File: config.mk
export PLATFORM = sky130hd
export DESIGN_NAME = v_ahb_master
export DESIGN_NICKNAME = d
export VERILOG_FILES = /design/src/rtl/v_dma_pkg.sv /design/src/rtl/v_ahb_beat_cnt.sv /design/src/rtl/v_ahb_master.sv
export SDC_FILE = /design/constraint.sdc
export NUM_CORES = 1
export LEC_CHECK = 0
export ABC_AREA = 1
export CAP_MARGIN = 20
export CORE_ASPECT_RATIO = 0.5
export CORE_MARGIN = 1.5
export CORE_UTILIZATION = 25
export DETAILED_ROUTE_END_ITERATION = 6
export GPL_TIMING_DRIVEN = 0
export PLACE_DENSITY = 0.59
export SYNTH_ARGS = -nofsm -noshare
export SYNTH_HDL_FRONTEND = slang
export SYNTH_SLANG_ARGS = --single-unit
File: constraint.sdc
create_clock -name clk -period 4.2 [get_ports clk]
set_input_delay 0.42 -clock clk [delete_from_list [all_inputs] [get_ports clk]]
set_output_delay 0.42 -clock clk [all_outputs]
set_load 0.01 [all_outputs]
File: src/rtl/v_dma_pkg.sv
// Shared AHB-Lite encodings and master state type
// for the DMA bus engine.
package v_dma_pkg;

  localparam logic [1:0] HTRANS_IDLE   = 2'b00;
  localparam logic [1:0] HTRANS_NONSEQ = 2'b10;
  localparam logic [1:0] HTRANS_SEQ    = 2'b11;

  localparam logic [2:0] HBURST_SINGLE = 3'b000;
  localparam logic [2:0] HBURST_INCR   = 3'b001;

  localparam logic [1:0] SIZE_BYTE = 2'd0;
  localparam logic [1:0] SIZE_HALF = 2'd1;
  localparam logic [1:0] SIZE_WORD = 2'd2;

  typedef enum logic [1:0] {
    ST_IDLE,
    ST_ADDR,
    ST_DRAIN,
    ST_ERR
  } mst_state_e;

endpackage

File: src/rtl/v_ahb_beat_cnt.sv
// Address-phase and data-phase beat counters
// with last-beat flags for one burst.
module v_ahb_beat_cnt #(
  parameter int LEN_W = 5
) (
  input  logic             clk,
  input  logic             rst_n,
  input  logic             load,
  input  logic [LEN_W-1:0] beats,
  input  logic             addr_step,
  input  logic             data_step,
  output logic             addr_last,
  output logic             data_last
);

  logic [LEN_W-1:0] total;
  logic [LEN_W-1:0] a_cnt;
  logic [LEN_W-1:0] d_cnt;

  always_ff @(posedge clk or negedge rst_n) begin
    if (!rst_n) begin
      total <= '0;
      a_cnt <= '0;
      d_cnt <= '0;
    end else if (load) begin
      total <= beats;
      a_cnt <= '0;
      d_cnt <= '0;
    end else begin
      if (addr_step) a_cnt <= a_cnt + 1'b1;
      if (data_step) d_cnt <= d_cnt + 1'b1;
    end
  end

  assign addr_last = (a_cnt == total - LEN_W'(1));
  assign data_last = (d_cnt == total - LEN_W'(1));

endmodule

File: src/rtl/v_ahb_master.sv
// AHB-Lite master: runs one channel burst command as
// pipelined transfers and moves data to/from the FIFO.
module v_ahb_master
  import v_dma_pkg::*;
#(
  parameter int BUFFER_SIZE = 4,
  parameter int LEN_W = $clog2(4*BUFFER_SIZE)+1
) (
  input  logic             clk,
  input  logic             areset,
  input  logic             cmd_rd_i,
  input  logic             cmd_wr_i,
  input  logic [31:0]      rd_addr_i,
  input  logic [31:0]      wr_addr_i,
  input  logic [LEN_W-1:0] len_i,
  input  logic [1:0]       size_i,
  input  logic             incr_i,
  output logic             next_o,
  output logic             last_o,
  output logic             last_write_o,
  output logic             resp_o,
  output logic             fifo_wr_o,
  output logic             fifo_rd_o,
  output logic [31:0]      fifo_wdata_o,
  input  logic [31:0]      fifo_rdata_i,
  output logic [1:0]       fifo_size_o,
  output logic [1:0]       fifo_offset_o,
  output logic [31:0]      haddr_o,
  output logic [1:0]       htrans_o,
  output logic             hwrite_o,
  output logic [2:0]       hsize_o,
  output logic [2:0]       hburst_o,
  output logic [31:0]      hwdata_o,
  input  logic [31:0]      hrdata_i,
  input  logic             hready_i,
  input  logic             hresp_i
);

  mst_state_e       state;
  logic [1:0]       size_q;
  logic             incr_q;
  logic             zero_q;
  logic             dp_valid;
  logic [1:0]       dp_off;
  logic             addr_last;
  logic             data_last;
  logic             cmd;
  logic             load;
  logic             addr_step;
  logic             data_step;
  logic             err;
  logic [LEN_W-1:0] beats_in;
  logic [31:0]      addr_nxt;
  logic             same_kb;

  assign cmd       = cmd_wr_i | cmd_rd_i;
  assign load      = (state == ST_IDLE) & cmd;
  assign beats_in  = len_i >> size_i;
  assign addr_step = (state == ST_ADDR) & hready_i;
  assign data_step = dp_valid & hready_i;
  assign err       = dp_valid & hresp_i & ~hready_i;
  assign addr_nxt  = incr_q ? haddr_o + (32'd1 << size_q) : haddr_o;
  assign same_kb   = (addr_nxt[31:10] == haddr_o[31:10]);

  assign fifo_wr_o     = data_step & ~hwrite_o;
  assign fifo_rd_o     = addr_step & hwrite_o;
  assign fifo_wdata_o  = hrdata_i & {32{fifo_wr_o}};
  assign fifo_size_o   = size_q;
  assign fifo_offset_o = dp_off;

  v_ahb_beat_cnt #(.LEN_W(LEN_W)) u_cnt (
    .clk       (clk),
    .rst_n     (areset),
    .load      (load),
    .beats     (beats_in),
    .addr_step (addr_step),
    .data_step (data_step),
    .addr_last (addr_last),
    .data_last (data_last)
  );

  // data phase of the beat accepted in the previous cycle
  always_ff @(posedge clk or negedge areset) begin
    if (!areset) begin
      dp_valid <= 1'b0;
      dp_off   <= 2'd0;
    end else if (err) begin
      dp_valid <= 1'b0;
    end else if (hready_i) begin
      dp_valid <= addr_step;
      if (addr_step) dp_off <= haddr_o[1:0];
    end
  end

  always_ff @(posedge clk or negedge areset) begin
    if (!areset) begin
      state        <= ST_IDLE;
      size_q       <= 2'd0;
      incr_q       <= 1'b0;
      zero_q       <= 1'b0;
      next_o       <= 1'b0;
      last_o       <= 1'b0;
      last_write_o <= 1'b0;
      resp_o       <= 1'b0;
      haddr_o      <= '0;
      htrans_o     <= HTRANS_IDLE;
      hwrite_o     <= 1'b0;
      hsize_o      <= 3'd0;
      hburst_o     <= HBURST_SINGLE;
      hwdata_o     <= '0;
    end else begin
      next_o       <= 1'b0;
      last_o       <= 1'b0;
      last_write_o <= 1'b0;
      resp_o       <= 1'b0;
      unique case (state)
        ST_IDLE: begin
          if (cmd) begin
            hwrite_o <= cmd_wr_i;
            haddr_o  <= cmd_wr_i ? wr_addr_i : rd_addr_i;
            hsize_o  <= {1'b0, size_i};
            hburst_o <= incr_i ? HBURST_INCR : HBURST_SINGLE;
            size_q   <= size_i;
            incr_q   <= incr_i;
            if (beats_in == '0) begin
              zero_q <= 1'b1;
              next_o <= 1'b1;
              state  <= ST_DRAIN;
            end else begin
              zero_q   <= 1'b0;
              htrans_o <= HTRANS_NONSEQ;
              state    <= ST_ADDR;
            end
          end
        end
        ST_ADDR: begin
          if (err) begin
            htrans_o <= HTRANS_IDLE;
            resp_o   <= 1'b1;
            state    <= ST_ERR;
          end else if (hready_i) begin
            if (hwrite_o) hwdata_o <= fifo_rdata_i;
            if (addr_last) begin
              htrans_o <= HTRANS_IDLE;
              next_o   <= 1'b1;
              state    <= ST_DRAIN;
            end else begin
              haddr_o  <= addr_nxt;
              htrans_o <= (incr_q && same_kb) ? HTRANS_SEQ
                                              : HTRANS_NONSEQ;
            end
          end
        end
        ST_DRAIN: begin
          if (err) begin
            resp_o <= 1'b1;
            state  <= ST_ERR;
          end else if (zero_q || (hready_i && data_last)) begin
            last_o       <= ~hwrite_o;
            last_write_o <= hwrite_o;
            state        <= ST_IDLE;
          end
        end
        ST_ERR: begin
          if (hready_i) state <= ST_IDLE;
        end
        default: state <= ST_IDLE;
      endcase
    end
  end

endmodule
==> results of run 1 <==
[state kept, by name, summed over array words and instances (netlist names), 2 cells and up]
register,flops
fifo_offset_o,2
fifo_size_o,2
haddr_o,32
htrans_o,2
hwdata_o,32
state,2
u_cnt.a_cnt,5
u_cnt.d_cnt,5
u_cnt.total,5
[layer usage]
layer	vias up	GRT usage	share of wire
met2	212	0.328	0.48
met1	3345	0.253	0.45
met5	-	0	0
li1	3535	-	-
met3	31	0.0321	0.047
met4	0	0.0532	0.019
[layout make-up]
| type | count | area [sq um] | share of cell area |
|---|---|---|---|
| Multi-Input combinational cell | 711 | 3210 | 0.339 |
| Timing Repair Buffer | 252 | 2540 | 0.268 |
| Sequential cell | 95 | 2380 | 0.251 |
| Inverter | 115 | 432 | 0.0456 |
| Tap cell | 336 | 420 | 0.0444 |
| Clock buffer | 10 | 239 | 0.0252 |
| Buffer | 39 | 199 | 0.0210 |
| Clock inverter | 5 | 57.6 | 0.00607 |
[power by group]
group,total [W],internal (W),switching (W)
logic,0.00335,0.00144,0.00191
registers,0.00174,0.00130,0.000436
clock network,0.000853,0.000476,0.000377
total,0.00594,0.00322,0.00272
[final timing paths]
kind                                 from              to  slack, ns
max                              state[1]       fifo_rd_o       0.77
min                                areset  u_cnt.total[2]       0.09
max reg2reg                fifo_size_o[0]     haddr_o[24]       1.30
min reg2reg                  hwdata_o[10]    hwdata_o[10]       0.47
max in group asynchronous          areset     hwdata_o[3]       3.41
min in group clk             hwdata_o[10]    hwdata_o[10]       0.47
[layout by cell type, fill, tap and decap left out, types with 10 or more instances in the layout]
master,netlist,routed
inv_1,111,111
nand4_1,15,15
clkdlybuf4s50_1,0,250
o21ai_0,80,80
ha_1,11,11
nand2_1,315,315
nor3_1,11,11
nor2_1,150,150
o21ai_1,11,11
dfrtp_1,95,95
nand3_1,49,49
buf_4,9,10
clkbuf_1,23,23
a21oi_1,24,24
[synthesized netlist by cell type (2+ instances only)]
library cell,count
buf_1,2
a31oi_1,4
ha_1,11
and2_1,2
clkbuf_1,23
o31ai_1,3
nand3b_1,2
o21bai_1,2
o21ai_0,80
dfrtp_1,95
buf_2,3
a21oi_1,24
inv_2,3
nand4_1,15
a2bb2oi_1,2
buf_4,9
o22ai_1,6
o21ai_1,11
buf_6,2
or2_2,4
o32ai_1,2
nand3_1,49
inv_1,111
nor3_1,11
nand2_1,315
nor2_4,2
nor2_2,3
nor2_1,150
[metrics by stage]
step,total power (W),cells
2_1_floorplan,0.00346,960
3_3_place_gp,0.00503,1547
3_5_place_dp,0.00509,1548
4_1_cts,0.00597,1563
5_1_grt,0.00641,1563
6_report,0.00594,1563
[kinds of logic after synthesis]
kind of cell,after synthesis,share of synthesized area
multiplexers,1,0.00181
XOR/XNOR,2,0.00282
AO/OA/AOI/OAI,135,0.116
other,1,0.000604
adder cells (fa/ha/maj),12,0.0254
AND/OR/NAND/NOR,558,0.370
flip-flops,95,0.383
buffers and inverters,154,0.101
==> flow_summary.ini, run 1 <==
[run_status]
outcome = complete, no violations

[clock_tree]
cts_buffer_depth = 2
clk-insertion-delay-late_ns = 0.36
ctsHtreeMaxLevel = 3
clock_sinks = 95
cts_root_buf = clkbuf_16
holdBufCountCts = 0
cts_resized = 0
cts_made_buffers = 9
cts.clk_slew.worst_paths_ns = 0.07
cts_tree = built
cts_setup_buffers = 0

[cells_and_area]
nFillCells = 2555
diodes = 0
finalNetCount = 1377
syn_to_final_growth_pct = 52.5
drive_above_1_share = 0.0391
postLayoutCellArea_sq_um = 9480
final_util = 0.392

[timing]
finalSetupViolCount = 0
final_max_slew_viol_count = 0
whs_ns = 0.0871
fin_crit_sh = 0.816
finalCriticalPeriod_ns = 3.43
worstMarginPinSlew_ns = 0.840
hold_violations = 0
fin_skew_ns = 0.0133
grt_setup_unrepaired = false
maxSlewHeadroom = 0.440
max_freq_ghz = 0.292
tns_ns = 0
setup_ws_ns = 0.774

[floorplanning]
die-area_sq_um = 25900
die_w_microns = 226
die_y_microns = 114
initial_core_util = 0.257
rows = 40
top_level_ports = 257
core_area_sq_um = 24200

[synthesis]
avgSynthCellArea_sq_um = 6.49
yosys_warnings = 0
syn_area_sq_um = 6210
synth.yosys.seq_area_share = 0.383
synthFlopType = dfrtp_1
netlist_instances = 958
synth_area_leaders = dfrtp_1 38%, nand2_1 19%, nor2_1 9.1%
async_reset_ff_frac = 1.00
yosysTopAreaCell = dfrtp_1
ys_types = 40
ys_seq_elements = 95
synth_top_area_frac = 0.383
synth_edf_count = 0

[global_route]
grt_pass1_wl_microns = 38200
grt_pass1_vias = 6858
grt_max_degree = 50
overflow = 0
antenna_found_initial = 0
grt_util_all_layers = 0.193

[route]
drtAntennaViolNets = 0
wl_per_cell_microns = 15.8
wl_microns = 24800
viasPerCell = 4.56
drt-initial-drc-count = 455
drc = 0
dr.pass1.iters = 5
routed-via-count = 7123

[placed_design]
gp_congestion = 0.921
pre_cts_slack_ns = 1.09
dp_hpwl_microns = 19700
io_buffers = 251
dpl_cell_area_sq_um = 9180

[job]
drv_cap = 0

[worst_setup_path]
crit_family = buffers and inverters
slowest_stage = clkdlybuf4s50_1
endpoint_kind = output port
cp.depth = 7
cp_cell_sequence = inv_1, ha_1, buf_2, nand2_1, nor2_1, clkbuf_1, clkdlybuf4s50_1
cp.required_ns = 3.78
critical_path_arrival_ns = 3.01
worstSetupStartpointType = register
ff2ff_path_depth = 12
max_stage_delay_ns = 0.62
critPathMaxFanout = 10
crit_type = reg2out
path_buf_inv = 4

[pwr]
p_per_area_nw_per_um2 = 627
leakage_nw = 4.46
peakVddDrop_uv = 284

[min_path]
hp-class = in2async
No activity file was read; power rests on OpenSTA's default activity.
==> run 2, diff against run 1 <==
- PLACE_DENSITY: 0.59 -> 0.6
- clock period: 4.2 -> 3 ns (I/O delays scaled with it)
==> flow_summary.ini, run 2 (synthesis results as in run 1) <==
[run_status]
outcome = complete, no violations

[global_route]
grt_pass1_wl_microns = 37900
overflow = 0
grt_max_degree = 52
grt_pass1_vias = 6722
antenna_found_initial = 0
grt_util_all_layers = 0.191

[clock_tree]
clock_sinks = 95
clk-insertion-delay-late_ns = 0.36
cts_setup_buffers = 0
cts_tree = built
cts_root_buf = clkbuf_16
cts_buffer_depth = 2
ctsHtreeMaxLevel = 3
cts_made_buffers = 9
cts.clk_slew.worst_paths_ns = 0.08

[cells_and_area]
syn_to_final_growth_pct = 53.7
mostFrequentLayoutCell = nand2_1
drive_above_1_share = 0.0432
diodes = 0
postLayoutCellArea_sq_um = 9550
nFillCells = 2520
mostFrequentLayoutCells = 315 x nand2_1, 250 x clkdlybuf4s50_1, 147 x nor2_1, 111 x inv_1, 95 x dfrtp_1
biggestRegsByFlops = haddr_o x32, hwdata_o x32
final_util = 0.395
finalNetCount = 1377

[min_path]
hp-start = hready_i
hp-class = in2reg
hold_path_depth = 3

[pwr]
switching_share = 0.453
leakage_nw = 4.49
power_frac_seq = 0.286
comb_power_share = 0.550
switching_power_w = 0.00387
peakVddDrop_uv = 429
p_per_area_nw_per_um2 = 894
p_clk_frac = 0.164
finalPower_w = 0.00854
internal_power_w = 0.00468

[placed_design]
gp_congestion = 0.975
dp_hpwl_microns = 19600
dpl_cell_area_sq_um = 9180
io_buffers = 251
pre_cts_slack_ns = 0.0861

[timing]
finalCriticalPeriod_ns = 2.79
max_freq_ghz = 0.359
fin_crit_sh = 0.929
fin_skew_ns = 0.0124
maxSlewHeadroom = 0.474
tns_ns = 0
final_max_slew_viol_count = 0
finalSetupViolCount = 0
hold_violations = 0
worstMarginPinSlew_ns = 0.789
grt_setup_unrepaired = true
setup_ws_ns = 0.212

[floorplanning]
top_level_ports = 257
rows = 40
die-area_sq_um = 25900
die_y_microns = 114
core_area_sq_um = 24200
die_w_microns = 226
initial_core_util = 0.257

[worst_setup_path]
crit_type = reg2out
critPathMaxFanout = 16
ff2ff_path_depth = 13
worstSetupStartpointType = register
rr_startpoint = fifo_size_o[0]
cp-startpoint = state[1]
cp.required_ns = 2.70
critical_path_arrival_ns = 2.49
endpoint_kind = output port

[route]
routed-via-count = 7181
wl_microns = 24800
drtAntennaViolNets = 0
viasPerCell = 4.59
drt-initial-drc-count = 521
dr.pass1.iters = 6
wl_per_cell_microns = 15.8
drc = 0

[job]
drv_cap = 0
[run 2: cell types whose count changed in the layout (fill, tap and decap cells not counted), moves of 2 or more]
cell	before	now
clkinv_2	2	0
nor2_2	3	5
nor2_1	150	147
bufinv_16	1	3
[run 2: routing by layer]
metal | GRT usage | up-vias | wire, microns
met4 | 0.0550 | 0 | 450
met5 | 0 | - | 0
met1 | 0.264 | 3392 | 11400
li1 | - | 3539 | -
met2 | 0.313 | 217 | 11600
met3 | 0.0277 | 33 | 1310
[run 2: power by group through the flow]
stage / clock network, W / logic (W) / registers, W
final: 0.00140 / 0.00470 / 0.00244
after global placement: 0 / 0.00462 / 0.00243
after detailed placement: 0 / 0.00467 / 0.00244
after CTS: 0.00144 / 0.00470 / 0.00242
after floorplan: 0 / 0.00237 / 0.00248
after global routing: 0.00148 / 0.00520 / 0.00251
[run 2: what timing repair did]
| item | CTS | global route |
|---|---|---|
| endpoints found under the hold margin | 44 | 0 |
| endpoints found under the setup margin | 1 | 5 |
| resized for setup | 2 | 3 |
| hold buffers | 1 | 0 |
[run 2: path summary, 6_finish.rpt]
check                                  to  slack, ns
hold / removal             u_cnt.a_cnt[0]       0.38
setup / recovery                fifo_rd_o       0.21
hold reg to reg              hwdata_o[10]       0.47
setup reg to reg              haddr_o[30]       0.24
min in group asynchronous  u_cnt.total[4]       0.51
max in group asynchronous      haddr_o[7]       1.79
[run 2: cell type report]
cell class	count	area, sq um	share of cell area
Sequential cell	95	2380	0.249
Tap cell	336	420	0.0440
Inverter	115	432	0.0452
Clock inverter	7	126	0.0132
Multi-Input combinational cell	711	3230	0.338
Buffer	38	195	0.0204
Timing Repair Buffer	253	2550	0.267
Clock buffer	9	225	0.0236
[run 2: worst max-delay path: stages (launching register included)]
cell and delay (ns):
dfrtp_1 0.42, inv_1 0.10, ha_1 0.17, buf_2 0.26
nand2_1 0.15, nor2_4 0.39, clkdlybuf4s50_1 0.63
[run 2: per-stage QoR]
step / cells / hold slack [ns]
global route: 1564 / 0.435
floorplan: 960 / 0.00441
global placement: 1547 / 0.454
CTS: 1564 / 0.366
finish: 1564 / 0.376
detailed placement: 1548 / 0.375
